==> src/rtl/sort_result_serializer.sv <==
// sort_result_serializer: buffers 4-wide sorted frames in a small FIFO and streams them out one element per beat.
//
// Ports:
//   clk                       clock, all logic on the rising edge
//   rst                       asynchronous active-low reset (0 = reset)
//   x_valid                   one-cycle frame strobe from the sorting network
//   x_0..x_3                  sorted frame elements
//   x_label_0..x_label_3      labels paired with x_0..x_3
//   m_valid/m_ready           output element handshake
//   m_data, m_label           current element and its label
//   m_index                   element position within its frame (0..3)
//   m_last                    high on element 3 of a frame
//   overflow                  one-cycle pulse after an incoming frame is dropped
//   frame_count               frames currently held
//   order_err                 (SORT_SER_ORDER_CHECK_EN only) one-cycle pulse after a
//                             frame whose elements are out of the expected order
//
// Optional feature macro: SORT_SER_ORDER_CHECK_EN adds the order_err output and its comparators.
module sort_result_serializer #(
    parameter int DATA_WIDTH  = 8,
    parameter int LABEL_WIDTH = 1,
    parameter int DEPTH       = 2,
    parameter int SIGNED      = 0,
    parameter int ASCENDING   = 1
) (
    input  logic                     clk,
    input  logic                     rst,
    input  logic                     x_valid,
    input  logic [DATA_WIDTH-1:0]    x_0,
    input  logic [DATA_WIDTH-1:0]    x_1,
    input  logic [DATA_WIDTH-1:0]    x_2,
    input  logic [DATA_WIDTH-1:0]    x_3,
    input  logic [LABEL_WIDTH-1:0]   x_label_0,
    input  logic [LABEL_WIDTH-1:0]   x_label_1,
    input  logic [LABEL_WIDTH-1:0]   x_label_2,
    input  logic [LABEL_WIDTH-1:0]   x_label_3,
    output logic                     m_valid,
    input  logic                     m_ready,
    output logic [DATA_WIDTH-1:0]    m_data,
    output logic [LABEL_WIDTH-1:0]   m_label,
    output logic [1:0]               m_index,
    output logic                     m_last,
    output logic                     overflow,
    output logic [$clog2(DEPTH):0]   frame_count
`ifdef SORT_SER_ORDER_CHECK_EN
    ,
    output logic                     order_err
`endif
);
    localparam int PW = $clog2(DEPTH);
    localparam int CW = PW + 1;

    logic [DATA_WIDTH-1:0]  data_mem  [DEPTH][4];
    logic [LABEL_WIDTH-1:0] label_mem [DEPTH][4];
    logic [PW-1:0]          wr_ptr;
    logic [PW-1:0]          rd_ptr;
    logic [CW-1:0]          count;
    logic [1:0]             idx;
    logic                   beat;
    logic                   pop;
    logic                   full;
    logic                   push;

    // True when a precedes-or-equals b in the configured sort direction.
    function automatic logic in_order(input logic [DATA_WIDTH-1:0] a, input logic [DATA_WIDTH-1:0] b);
        logic le;
        logic ge;
        le = (SIGNED != 0) ? ($signed(a) <= $signed(b)) : (a <= b);
        ge = (SIGNED != 0) ? ($signed(a) >= $signed(b)) : (a >= b);
        return (ASCENDING != 0) ? le : ge;
    endfunction

    assign beat = m_valid & m_ready;
    assign pop  = beat & (idx == 2'd3);
    assign full = count == CW'(DEPTH);
    // A full FIFO still accepts a frame when the head frame leaves on the same edge.
    assign push = x_valid & (~full | pop);

    always_ff @(posedge clk or negedge rst) begin
        if (!rst) begin
            wr_ptr   <= '0;
            rd_ptr   <= '0;
            count    <= '0;
            idx      <= '0;
            overflow <= 1'b0;
        end else begin
            overflow <= x_valid & ~push;
            if (push)
                wr_ptr <= wr_ptr + 1'b1;
            if (pop)
                rd_ptr <= rd_ptr + 1'b1;
            if (beat)
                idx <= idx + 2'd1;
            count <= count + CW'(push) - CW'(pop);
        end
    end

    // Frame storage carries no reset; validity is tracked by count alone.
    always_ff @(posedge clk) begin
        if (push) begin
            data_mem[wr_ptr][0]  <= x_0;
            data_mem[wr_ptr][1]  <= x_1;
            data_mem[wr_ptr][2]  <= x_2;
            data_mem[wr_ptr][3]  <= x_3;
            label_mem[wr_ptr][0] <= x_label_0;
            label_mem[wr_ptr][1] <= x_label_1;
            label_mem[wr_ptr][2] <= x_label_2;
            label_mem[wr_ptr][3] <= x_label_3;
        end
    end

    // idx is always 0 while the FIFO is empty, so index/last need no masking.
    assign m_valid     = count != '0;
    assign m_data      = m_valid ? data_mem[rd_ptr][idx] : '0;
    assign m_label     = m_valid ? label_mem[rd_ptr][idx] : '0;
    assign m_index     = idx;
    assign m_last      = idx == 2'd3;
    assign frame_count = count;

`ifdef SORT_SER_ORDER_CHECK_EN
    // Checked on every strobe, whether or not the frame is stored.
    always_ff @(posedge clk or negedge rst) begin
        if (!rst)
            order_err <= 1'b0;
        else
            order_err <= x_valid & ~(in_order(x_0, x_1) & in_order(x_1, x_2) & in_order(x_2, x_3));
    end
`endif

endmodule
==> config.mk <==
export PLATFORM = sky130hd
export DESIGN_NAME = sort_result_serializer
export DESIGN_NICKNAME = d
export VERILOG_FILES = /design/src/rtl/sort_result_serializer.sv
export SDC_FILE = /design/constraint.sdc
export NUM_CORES = 1
export LEC_CHECK = 0
export ABC_AREA = 1
export BUFFER_PORTS_ARGS = -buffer_cell sky130_fd_sc_hd__buf_2
export CAP_MARGIN = 20
export CORE_MARGIN = 1.5
export CORE_UTILIZATION = 35
export DETAILED_ROUTE_END_ITERATION = 7
export PLACE_DENSITY = 0.53
export SLEW_MARGIN = 5
export SYNTH_ARGS = -nofsm -noshare
export SYNTH_HDL_FRONTEND = slang
export SYNTH_SLANG_ARGS = --single-unit
==> constraint.sdc <==
create_clock -name clk -period 8.05 [get_ports clk]
set_input_delay 1.2075 -clock clk [delete_from_list [all_inputs] [get_ports clk]]
set_output_delay 1.2075 -clock clk [all_outputs]
set_load 0.02 [all_outputs]
Yosys cells after proc, flatten, opt, wreduce, memory -nomap -nowiden. Memories as Yosys holds them, arrays and structs flattened. Cells that the tools add are included.

Register bits: 7. RAM bits: 72. Bits of input ports: 40. Output and inout bits: 16. Memories kept: 2.

Add/sub/neg operators: 5. Magnitude comparators: 1. Eq/ne operators: 2. Multiplexer cells: 10. Bitwise logic cells: 8. Reductions and logical operators: 1.

Memory list: data_mem (words 2, bits a word 32, rd ports 1, clocked after memory_dff 0, wr ports 1, line 53) `logic [DATA_WIDTH-1:0] data_mem [DEPTH][4];`; label_mem (words 2, bits a word 4, rd ports 1, clocked after memory_dff 0, wr ports 1, line 54) `logic [LABEL_WIDTH-1:0] label_mem [DEPTH][4];`.

Operator list (number): $mux W8 (3); $bmux W8 S2 (1); $mux W1 (5); $and A1 B1 Y1 (4); $eq A2 B2 Y1 const B (2); $ge A3 B3 Y1 const B (1); $not A2 Y3 (1); $add A1 B1 Y1 const B (2); $add A2 B1 Y2 (1); $add A2 B1 Y2 const B (1); $bmux W1 S2 (1); $not A1 Y1 (2); $reduce_bool A2 Y1 (1); $sub A2 B1 Y2 (1); $or A1 B1 Y1 (1).

Logic depth before layout (Yosys ltp).
Depth after elaboration: 7. Mapped depth: 9. Gate-level depth less buffers: 9.

Worst setup path after synthesis. OpenSTA, ideal clock, no wires.

Path kind: input to register. Start: input m_ready. End: memory data_mem[1][0] (netlist bit), enable pin. Setup time: 0.429 ns. Arrival time: 3.046 ns. Required time: 7.621 ns. Setup slack: 4.575 ns. Stages on the path: 4. Path through: nand3_1 -> nand2_1 -> nand2_1 -> nor2_1.

Longest elaborated chain between the ends: 6.

RTL lines: start: declaration (line 38) `input logic m_ready,`; $and A1 B1 Y1 (line 73) `assign beat = m_valid & m_ready;`; $and A1 B1 Y1 (line 74) `assign pop = beat & (idx == 2'd3);`; $or A1 B1 Y1 (line 77) `assign push = x_valid & (~full | pop);`; $and A1 B1 Y1 (line 77); $mux W1 (line 100) `if (push) begin`; $mux W1 (not written as such) (line 104) `data_mem[wr_ptr][3] <= x_3;`; end: declaration (line 53).

Every way passes these cells.

Final worst setup path.
Start: register idx[0] (netlist: m_index[0]). End: output m_data[2].

Longest elaborated chain between the ends: 5.

RTL lines: start: declaration (line 58) `logic [1:0] idx;`; start signal: assignment (line 93) `idx <= idx + 2'd1;`; $not A2 Y3 (not written as such) (line 114) `assign m_data = m_valid ? data_mem[rd_ptr][idx] : '0;`; $bmux W8 S2 (line 114); $mux W8 (not written as such) (2 in a row) (line 114); $mux W8 (line 114); end: declaration (line 39) `output logic [DATA_WIDTH-1:0] m_data,`.

Every way passes these cells. The select of a mux whose other input is x is not followed.

==> impl_results.md <==
* Number of synthesized flops with an enable pin at a little over 70
* Hold crit path type: register to register
* Fmax at slightly below 300 MHz
* Dominant synthesized flop cell: edfxtp_1
* Slowest-stage cell, CP: dfrtp_1
* Post-synth top cells: nand2_1, inv_1, edfxtp_1
* Post-synthesis sequential area ratio at 66.67%
* RSZ-0062 raised after global routing: no
* Dpl hpwl at 4474 um
* CTS sink count at 79
* DRT Pass-1 Iters at 4
* Largest net degree at the start of global routing at 38
* Synthesized Nets at 390
* Crit-path cells: inv_4, nand3_1, nand2_1, nor2_1, nor2_1, buf_2
* Vias in the first global route at between 2000 and 2500
* GRT overflow at 0
* IO Count at 56
* Final Hold Fails at 0
* Slew Limit Fails at 0
* Final Cell Area at about 0.004 mm^2
* CP most frequent cell: nor2_1
* Largest area contributor in the netlist: edfxtp_1
* RePlAce Congestion at 0.7142
* Drc violations at 0
* Gr usage total at around 15%
* CP max FO at 21
* Buf/Inv on CP at 2
* PwrDens at 361.9 mW/mm^2
* Largest cells by area after synthesis: edfxtp_1, nand2_1, inv_1
* Status: finished, final reports clean
* Max-slew headroom at a little under two fifths
* Initial Utilization at 36.03%
* Crit path time final at approximately 3.4 ns
* Vias after detailed routing at roughly 2300
* # rows at 36
* Pint at 858.9 uW
* ANT nets after route at 0
* First-pass GRT wire length at 11230 um
* CORE AREA at 0.009729 mm^2
* Setup crit end kind: output port
* Largest delay share family, worst path: flip-flops
* Clk_lat worst skew at 0.34 ns
* CP peak stage delay at 0.96 ns
* Sequential share of power at 42.5%
* CTS Hold Buffers Added at 0
* Routed WL at 7099 um
* Worst-Margin Slew at 0.9349 ns
* VDD IR-drop max at 166.9 uV
* Clk_skew at 0.007191 ns
* Average wire per standard cell at approximately 13 um
* DRT iter0 DRCs at 53
* Post-CTS Setup Inserts at 0
* Setup violations, final at 0
* Post-CTS sizing at 0
* Max_cap viols at 0
* Sw Share at 41.61%
* Port Buffers at 55
* Share of cells above drive strength 1 at 18.63%
* Syn Area/Cell at 10.10 um^2
* CTS tree: done
* Final period utilization at 42.16%
* Worst EP required at 6.84 ns
* Die Wd at 103.1 um
* Mapped Cells at 347
* DP Area at 0.003870 mm^2
* Initial antenna violation count at 1
* Die Height at 103.1 um
* Die area at between 0.01 and 0.015 mm^2
* CP Launch Type: register
* Yosys top cell area share at 61.67%
* H-tree levels at 3
* Clock buffer depth at 2
* YS warnings at 0
* Power share of the combinational group at 40.0%
* Switching power at 612.1 uW
* Post-Synthesis Cell Area at 0.003506 mm^2
* Clock root buffer: clkbuf_8
* Leak at 0.001940 uW
* Synth-to-Final Area Change at 15.95%
* Fin Setup TNS at 0 ns
* CP Class: register to output port
* CTS clk-pin slew, worst paths at 0.08 ns
* CTS Buf Count at 9
* FF+latch count, synth at 79
* Crit path DAT at between 2 and 2.5 ns
* Vias per Instance at 4.310
* Synth async-reset ratio at 8.861%
* Unique masters post-synth at 14
* Top-count cell post-synth: nand2_1
* Layout Nets at 446
* Clk pwr share at approximately 18%
==> stage by stage <==
step	power, uW	cells	util [%]	setup WS [ns]	hold WS [ns]
floorplan	1065	347	-	4.575	0.4419
global placement	1218	524	39.78	5.054	0.4567
CTS	1488	540	41.55	4.649	0.4843
detailed placement	1230	524	39.78	4.977	0.4661
global route	1593	542	41.78	4.512	0.4985
finish	1471	542	41.78	4.656	0.4818
==> placed cells by master, fill, tap and decap left out, types with 2 or more instances in the layout <==
| cell type | netlist | routed |
|---|---|---|
| inv_1 | 79 | 79 |
| xor2_1 | 2 | 2 |
| buf_2 | 5 | 55 |
| edfxtp_1 | 72 | 72 |
| inv_4 | 2 | 2 |
| ha_1 | 3 | 3 |
| clkbuf_8 | 0 | 9 |
| xnor2_1 | 2 | 2 |
| nand2_1 | 98 | 98 |
| nand3_1 | 48 | 48 |
| clkinvlp_4 | 0 | 3 |
| nor2_1 | 21 | 20 |
| dfrtp_1 | 7 | 7 |
| buf_4 | 2 | 2 |
==> path summary, 6_finish.rpt <==
| path | endpoint | depth (start not counted) | from | slack [ns] |
|---|---|---|---|---|
| max reg2reg | data_mem[0][31] | 6 | m_index[0] | 5.28 |
| max | m_data[2] | 6 | m_index[0] | 4.66 |
| min reg2reg | wr_ptr | 2 | wr_ptr | 0.48 |
| min in group asynchronous | rd_ptr | 1 | rst | 0.68 |
| min | wr_ptr | 2 | wr_ptr | 0.48 |
| max in group asynchronous | m_index[0] | 1 | rst | 7.21 |
==> sequential cells by signal, summed over array words and instances, names as in the netlist <==
signal       flops
frame_count      2
wr_ptr           1
overflow         1
label_mem        8
m_index          2
data_mem        64
rd_ptr           1
==> layout make-up <==
cell class / count / area (um^2)
multi-input cells: 174 / 767.0
clock buffers: 9 / 123.9
repair buffers: 58 / 310.3
fillers: 989 / 5664
well taps: 133 / 166.4
flip-flops and latches: 79 / 2337
inverters: 81 / 309.0
diodes: 1 / 2.502
clock inverters: 7 / 48.80
==> cell families after synthesis <==
family | count (synthesis) | synth area share, %
simple gates | 167 | 19.59
fa+ha+maj | 3 | 1.071
xor+xnor | 4 | 0.9995
flops | 79 | 66.67
buf+inv | 94 | 11.67
==> tightest hold or removal path: cells and delay by family (launching register included) <==
family | cells | cell delay [ns]
AND/OR/NAND/NOR | 2 | 0.10
flip-flops | 1 | 0.35
==> power by group through the flow <==
stage / sequential (uW) / clock, uW / combinational (uW)
5_1_grt: 637 / 284 / 672
6_report: 625 / 258 / 588
2_1_floorplan: 615 / 0 / 450
3_3_place_gp: 632 / 0 / 585
3_5_place_dp: 637 / 0 / 593
4_1_cts: 627 / 266 / 595
==> routing by layer <==
metal / vias up / GRT usage (%) / routed length, um
met5: - / 0 / 0
met1: 1086 / 17.60 / 3168
li1: 1192 / - / -
met2: 52 / 25.61 / 3609
met4: 0 / 5.405 / 48
met3: 6 / 3.458 / 272
Note: power is estimated with default switching activity, not from simulation.
